`src/rtl/rank_decoder.sv`:
```
// Rank-order AER decoder: the Nth distinct pixel event gets intensity PIXEL_MAX_VALUE-N.
// Optional macro RANK_DEC_REQ_SYNC_EN adds a two-flop synchronizer on AERIN_REQ.
`timescale 1ns/1ps

// state    | meaning
// IDLE     | waiting for NEW_IMAGE; image held
// WAIT_REQ | waiting for an AER request, captures address
// WRITE    | writes the pixel or flags a discarded event
// ACK      | acknowledge asserted until request drops
// CHECK    | decides whether all pixels have been ranked
// DONE     | one-cycle completion pulse
module rank_decoder #(
  parameter int IMAGE_SIZE      = 5,
  parameter int IMAGE_SIZE_BITS = $clog2(IMAGE_SIZE),
  parameter int PIXEL_MAX_VALUE = 10,
  parameter int PIXEL_BITS      = $clog2(PIXEL_MAX_VALUE)
) (
  input  logic                    CLK,
  input  logic                    RST_N,
  input  logic                    NEW_IMAGE,
  input  logic                    AERIN_REQ,
  input  logic [IMAGE_SIZE_BITS:0] AERIN_ADDR,
  output logic                    AERIN_ACK,
  output logic [PIXEL_BITS:0]     IMAGE [0:IMAGE_SIZE-1],
  output logic                    BUSY,
  output logic                    IMAGE_DECODED,
  output logic                    DECODE_ERR
);

  localparam int RW  = IMAGE_SIZE_BITS + 1;
  localparam int PW  = PIXEL_BITS + 1;
  localparam int CWP = ((RW > PW) ? RW : PW) + 1;
  localparam logic [RW-1:0]  SIZE_L = RW'(IMAGE_SIZE);
  localparam logic [CWP-1:0] MAX_L  = CWP'(PIXEL_MAX_VALUE);

  typedef enum logic [2:0] {IDLE, WAIT_REQ, WRITE, ACK, CHECK, DONE} state_t;

  state_t                state;
  logic [RW-1:0]         rank;
  logic [RW-1:0]         addr_q;
  logic [IMAGE_SIZE-1:0] mask;
  logic [IMAGE_SIZE-1:0] hit;
  logic                  write_ok;
  logic [PW-1:0]         pix_val;
  logic                  req_s;

`ifdef RANK_DEC_REQ_SYNC_EN
  logic [1:0] req_sync;
  always_ff @(posedge CLK or negedge RST_N) begin
    if (!RST_N) req_sync <= '0;
    else        req_sync <= {req_sync[0], AERIN_REQ};
  end
  assign req_s = req_sync[1];
`else
  assign req_s = AERIN_REQ;
`endif

  // One-hot decode of the captured address; empty when out of range.
  always_comb begin
    hit = '0;
    for (int i = 0; i < IMAGE_SIZE; i++) hit[i] = (addr_q == RW'(i));
  end

  assign write_ok = (|hit) && !(|(hit & mask));

  always_comb begin
    pix_val = '0;
    if (CWP'(rank) <= MAX_L) pix_val = PW'(MAX_L - CWP'(rank));
  end

  assign BUSY          = (state != IDLE);
  assign IMAGE_DECODED = (state == DONE);

  always_ff @(posedge CLK or negedge RST_N) begin
    if (!RST_N) begin
      state      <= IDLE;
      rank       <= '0;
      mask       <= '0;
      addr_q     <= '0;
      AERIN_ACK  <= 1'b0;
      DECODE_ERR <= 1'b0;
      for (int i = 0; i < IMAGE_SIZE; i++) IMAGE[i] <= '0;
    end else begin
      // Registered one cycle behind the state so ACK rises two cycles after req is seen.
      AERIN_ACK <= (state == ACK);
      case (state)
        IDLE: begin
          if (NEW_IMAGE) begin
            for (int i = 0; i < IMAGE_SIZE; i++) IMAGE[i] <= '0;
            rank       <= '0;
            mask       <= '0;
            DECODE_ERR <= 1'b0;
            state      <= WAIT_REQ;
          end
        end
        WAIT_REQ: begin
          if (req_s) begin
            addr_q <= AERIN_ADDR;
            state  <= WRITE;
          end
        end
        WRITE: begin
          if (write_ok) begin
            for (int i = 0; i < IMAGE_SIZE; i++)
              if (hit[i]) IMAGE[i] <= pix_val;
            mask <= mask | hit;
            rank <= rank + RW'(1);
          end else begin
            DECODE_ERR <= 1'b1;
          end
          state <= ACK;
        end
        ACK: begin
          if (!req_s) state <= CHECK;
        end
        CHECK: begin
          state <= (rank == SIZE_L) ? DONE : WAIT_REQ;
        end
        DONE: begin
          state <= IDLE;
        end
        default: begin
          state <= IDLE;
        end
      endcase
    end
  end

endmodule

```
`config.mk`:
```
export PLATFORM = sky130hd
export DESIGN_NAME = rank_decoder
export DESIGN_NICKNAME = d
export VERILOG_FILES = /design/src/rtl/rank_decoder.sv
export SDC_FILE = /design/constraint.sdc
export NUM_CORES = 1
export LEC_CHECK = 0
export BUFFER_PORTS_ARGS = -buffer_cell sky130_fd_sc_hd__buf_2
export CORE_MARGIN = 2
export CORE_UTILIZATION = 54
export CTS_CLUSTER_SIZE = 10
export DETAILED_ROUTE_END_ITERATION = 6
export GPL_TIMING_DRIVEN = 1
export PLACE_DENSITY = 0.88
export SYNTH_ARGS = -nofsm -noshare
export SYNTH_HDL_FRONTEND = slang
export SYNTH_SLANG_ARGS = --single-unit
```
`constraint.sdc`:
```
create_clock -name CLK -period 2.5 [get_ports CLK]
set_clock_uncertainty 0.2 [all_clocks]
set_input_delay 0.5 -clock CLK [delete_from_list [all_inputs] [get_ports CLK]]
set_output_delay 0.5 -clock CLK [all_outputs]
set_load 0.03 [all_outputs]
```
==> results by group <==
Clock tree
  – TritonCTS Buffers: 5
  – Cell at the root of the clock tree: clkbuf_8
  – Number of buffers on the longest clock path: 2
  – Post-cts repair resize count: 0
  – Post-CTS clock slew at the launch and capture registers of the worst setup and hold paths: 90 ps
  – H-tree level count: 2
  – Number of buffers inserted to repair setup after CTS: 0
  – Clock tree from TritonCTS: built
  – Count of hold buffers inserted by post-cts repair: 0
  – Source-to-sink clock delay at the later pin of the worst-skew pair: 300 ps
  – Total clock sinks: 43

Pwr
  – Clock share of power: 0.156
  – Sequential fraction of design power: 0.376
  – PwrDens: 1230 mW/mm^2
  – Net switching fraction of the power: 0.456
  – Final total power: 2.88 mW
  – Net switching power: 1.31 mW
  – Internal portion of total power: 1.57 mW
  – Leakage power of the design: 1.10 nW
  – VDD IR max: 0.685 mV
  – Combinational share of power: 0.468

GRT
  – First-pass GRT wire length: 6940 um
  – Gr usage total: 0.215
  – Initial antenna violation count: 0
  – Overflow left after global routing: 0
  – Number of global-route vias before repair: 1448
  – Pin count of the biggest net entering global routing: 44

Detailed routing
  – Post-DR vias/cell: 5.90
  – Via count: 1588
  – Routed wire length: 4100 um
  – Number of detailed-routing iterations run before antenna repair: 5
  – Number of violations reported at the end of detailed-routing iteration 0: 142
  – Detailed-route DRC error count: 0
  – Remaining number of nets flagged by the antenna check after routing: 0
  – Routed WL per cell: 15.2 um

Layout
  – Number of nets in the final layout: 231
  – Multi-input gate area in the final layout: 882 sq um
  – Most common library cell in the layout ignoring fill and taps: dfrtp_1
  – Filler cell count in the final layout: 291
  – Growth of design area from synthesis to finish: 16.1%
  – Share of final-layout standard cells stronger than drive strength 1: 0.271
  – Sequential Area: 0.00108 sq mm
  – Most used cells in the layout excluding fill and tap cells: dfrtp_1, buf_2, nand2_1, o2bb2ai_1
  – Ant. Diodes: 0
  – Layout Cell Area excl Fill: 0.00234 sq mm

Timing
  – Setup repair after global routing missed its margin: false
  – Setup total negative slack: 0 ps
  – Post-route clock period utilization: 0.897
  – Number of setup violations in the final report: 0
  – Worst Tran Pin Value: 664 ps
  – Max-slew violation count: 0
  – Highest attainable clock frequency: 446 MHz
  – Slew HR: 0.557
  – Hold violation count in the final report: 0
  – Clock period minus worst slack: 2240 ps
  – Final worst hold slack: 56.5 ps

Critical path
  – Kind of critical path: register to register
  – Slowest cell on crit path: dfrtp_1
  – Number of cell instances on the worst register-to-register path: 5
  – Data arrival time of the critical path: 2280 ps
  – Critical path's largest stage delay: 530 ps
  – CP Capture Type: register
  – Reg2Reg Setup Slack: 260 ps
  – CP cell instances: mux2_4, a211oi_4, nand2b_2, nor4_4, a22o_1
  – Data required time of the worst path: 2540 ps
  – Worst-path maximum fanout: 10
  – Category of the worst setup path launch point: register

Placement
  – Post-place instance area: 0.00225 sq mm
  – Number of I/O port buffers: 36
  – Gpl congestion: 0.883
  – Half-perimeter wire length of the detailed placement result: 3010 um

Synth
  – Dominant synthesized flop cell: dfrtp_1
  – Net count after synthesis: 192
  – Main combinational cell family by area after synthesis: compound AO/OA/AOI/OAI gates
  – Async set-or-reset flop fraction in the synthesized netlist: 1.00
  – Complex-gate fraction of the synthesized area: 0.219
  – Total of flip-flops plus latches after synthesis: 43
  – Post-synthesis average cell area: 11.1 sq um
  – Post-synth EDFFs: 0
  – Combined area of all synthesized cells: 0.00201 sq mm
  – Portion of the post-synthesis area used by sequential elements: 0.534
  – Multiplexer share of the synthesized area: 0.0398
  – Fraction of the mapped netlist area in adder cells: 0.0186
  – Parity-gate share of the synthesized area counting xor and xnor cells: 0.00870
  – Gate Count Post-Synth: 181
  – Count of cell types in the netlist: 38
  – Area fraction in and, or, nand and nor cells after synthesis: 0.152
  – Yosys Warn Count: 0

Die
  – Core Area: 0.00363 sq mm
  – Number of placed I/O pins: 37
  – Die area: 0.00423 sq mm
  – Die width: 65.1 um
  – Effective utilization at floorplan: 0.554
  – Cell row count: 22
  – Vert. Die Dim: 65.1 um

Job
  – Max capacitance violation total: 0

Hold path
  – Path category of the worst min-delay check: input pin to asynchronous set/reset pin

Run status
  – Outcome: finished clean
[cells in the mapped netlist, types with 2 or more instances]
cell | instances | area share
or3_1 | 3 | 0.0093
a22o_1 | 4 | 0.017
inv_1 | 5 | 0.0093
o211ai_1 | 2 | 0.0075
mux2i_1 | 2 | 0.0099
o2bb2ai_1 | 21 | 0.091
clkbuf_1 | 7 | 0.013
mux2_2 | 4 | 0.022
a21o_1 | 3 | 0.011
o21ai_0 | 8 | 0.020
nand3_1 | 6 | 0.015
nand2_1 | 24 | 0.045
nor2_1 | 8 | 0.015
nor3b_1 | 2 | 0.0075
nor4_1 | 2 | 0.0062
o21a_1 | 2 | 0.0075
and2_1 | 2 | 0.0062
nand3b_1 | 3 | 0.011
a21oi_1 | 5 | 0.012
dfrtp_1 | 43 | 0.53
ha_1 | 3 | 0.019
o31ai_1 | 6 | 0.022
[sequential cells by signal, indices dropped and copies added (netlist names)]
name	cells
DECODE_ERR	1
rank	4
AERIN_ACK	1
mask	5
IMAGE	25
state	3
addr_q	4
[power groups by stage]
stage | logic (mW) | registers (mW) | clock network, mW
global placement | 1.32 | 1.09 | 0
CTS | 1.34 | 1.08 | 0.452
detailed placement | 1.34 | 1.09 | 0
global route | 1.48 | 1.11 | 0.482
floorplan | 0.882 | 1.21 | 0
finish | 1.35 | 1.08 | 0.449
[worst max-delay path, delay by kind of cell (launching register included)]
family | cells | cell delay, ps
flip-flops | 1 | 530
AO/OA/AOI/OAI | 2 | 570
AND/OR/NAND/NOR | 2 | 520
multiplexers | 1 | 350
[routing by layer]
layer	vias up	GRT usage	wire [um]
li1	747	-	-
met1	774	0.313	1850
met2	62	0.320	1890
met3	5	0.0556	319
met4	0	0.0625	42
met5	-	0	0
[cell type report]
class | instances | area share
clock inverter | 3 | 0.0102
clock buffer | 5 | 0.0294
multi-input combinational | 125 | 0.377
inverter | 5 | 0.00802
sequential | 43 | 0.460
timing repair buffer | 40 | 0.0898
tap | 48 | 0.0257
[worst paths after layout]
check	start	to
max	addr_q[0]	IMAGE[13]
min	RST_N	AERIN_ACK
max reg2reg	addr_q[0]	IMAGE[13]
min reg2reg	IMAGE[21]	IMAGE[21]
max in group asynchronous	RST_N	IMAGE[19]
min in group CLK	AERIN_ADDR[2]	addr_q[2]
[through the flow]
step,std cells,utilization,worst slack (ps)
6_report,269,0.644,259
5_1_grt,269,0.644,156
4_1_cts,269,0.644,291
3_5_place_dp,261,0.618,302
3_3_place_gp,261,0.618,399
2_1_floorplan,181,-,262
[logic make-up (layout without fill, tap and decap cells)]
group | after synthesis | count (layout)
DFF | 43 | 43
muxes | 7 | 7
adders and majority gates | 3 | 3
and+or+nand+nor | 57 | 57
xor gates and xnor gates | 2 | 2
buffers and inverters | 13 | 53
AOI/OAI and AO/OA | 56 | 56
Power figures use the tool's default switching activity.
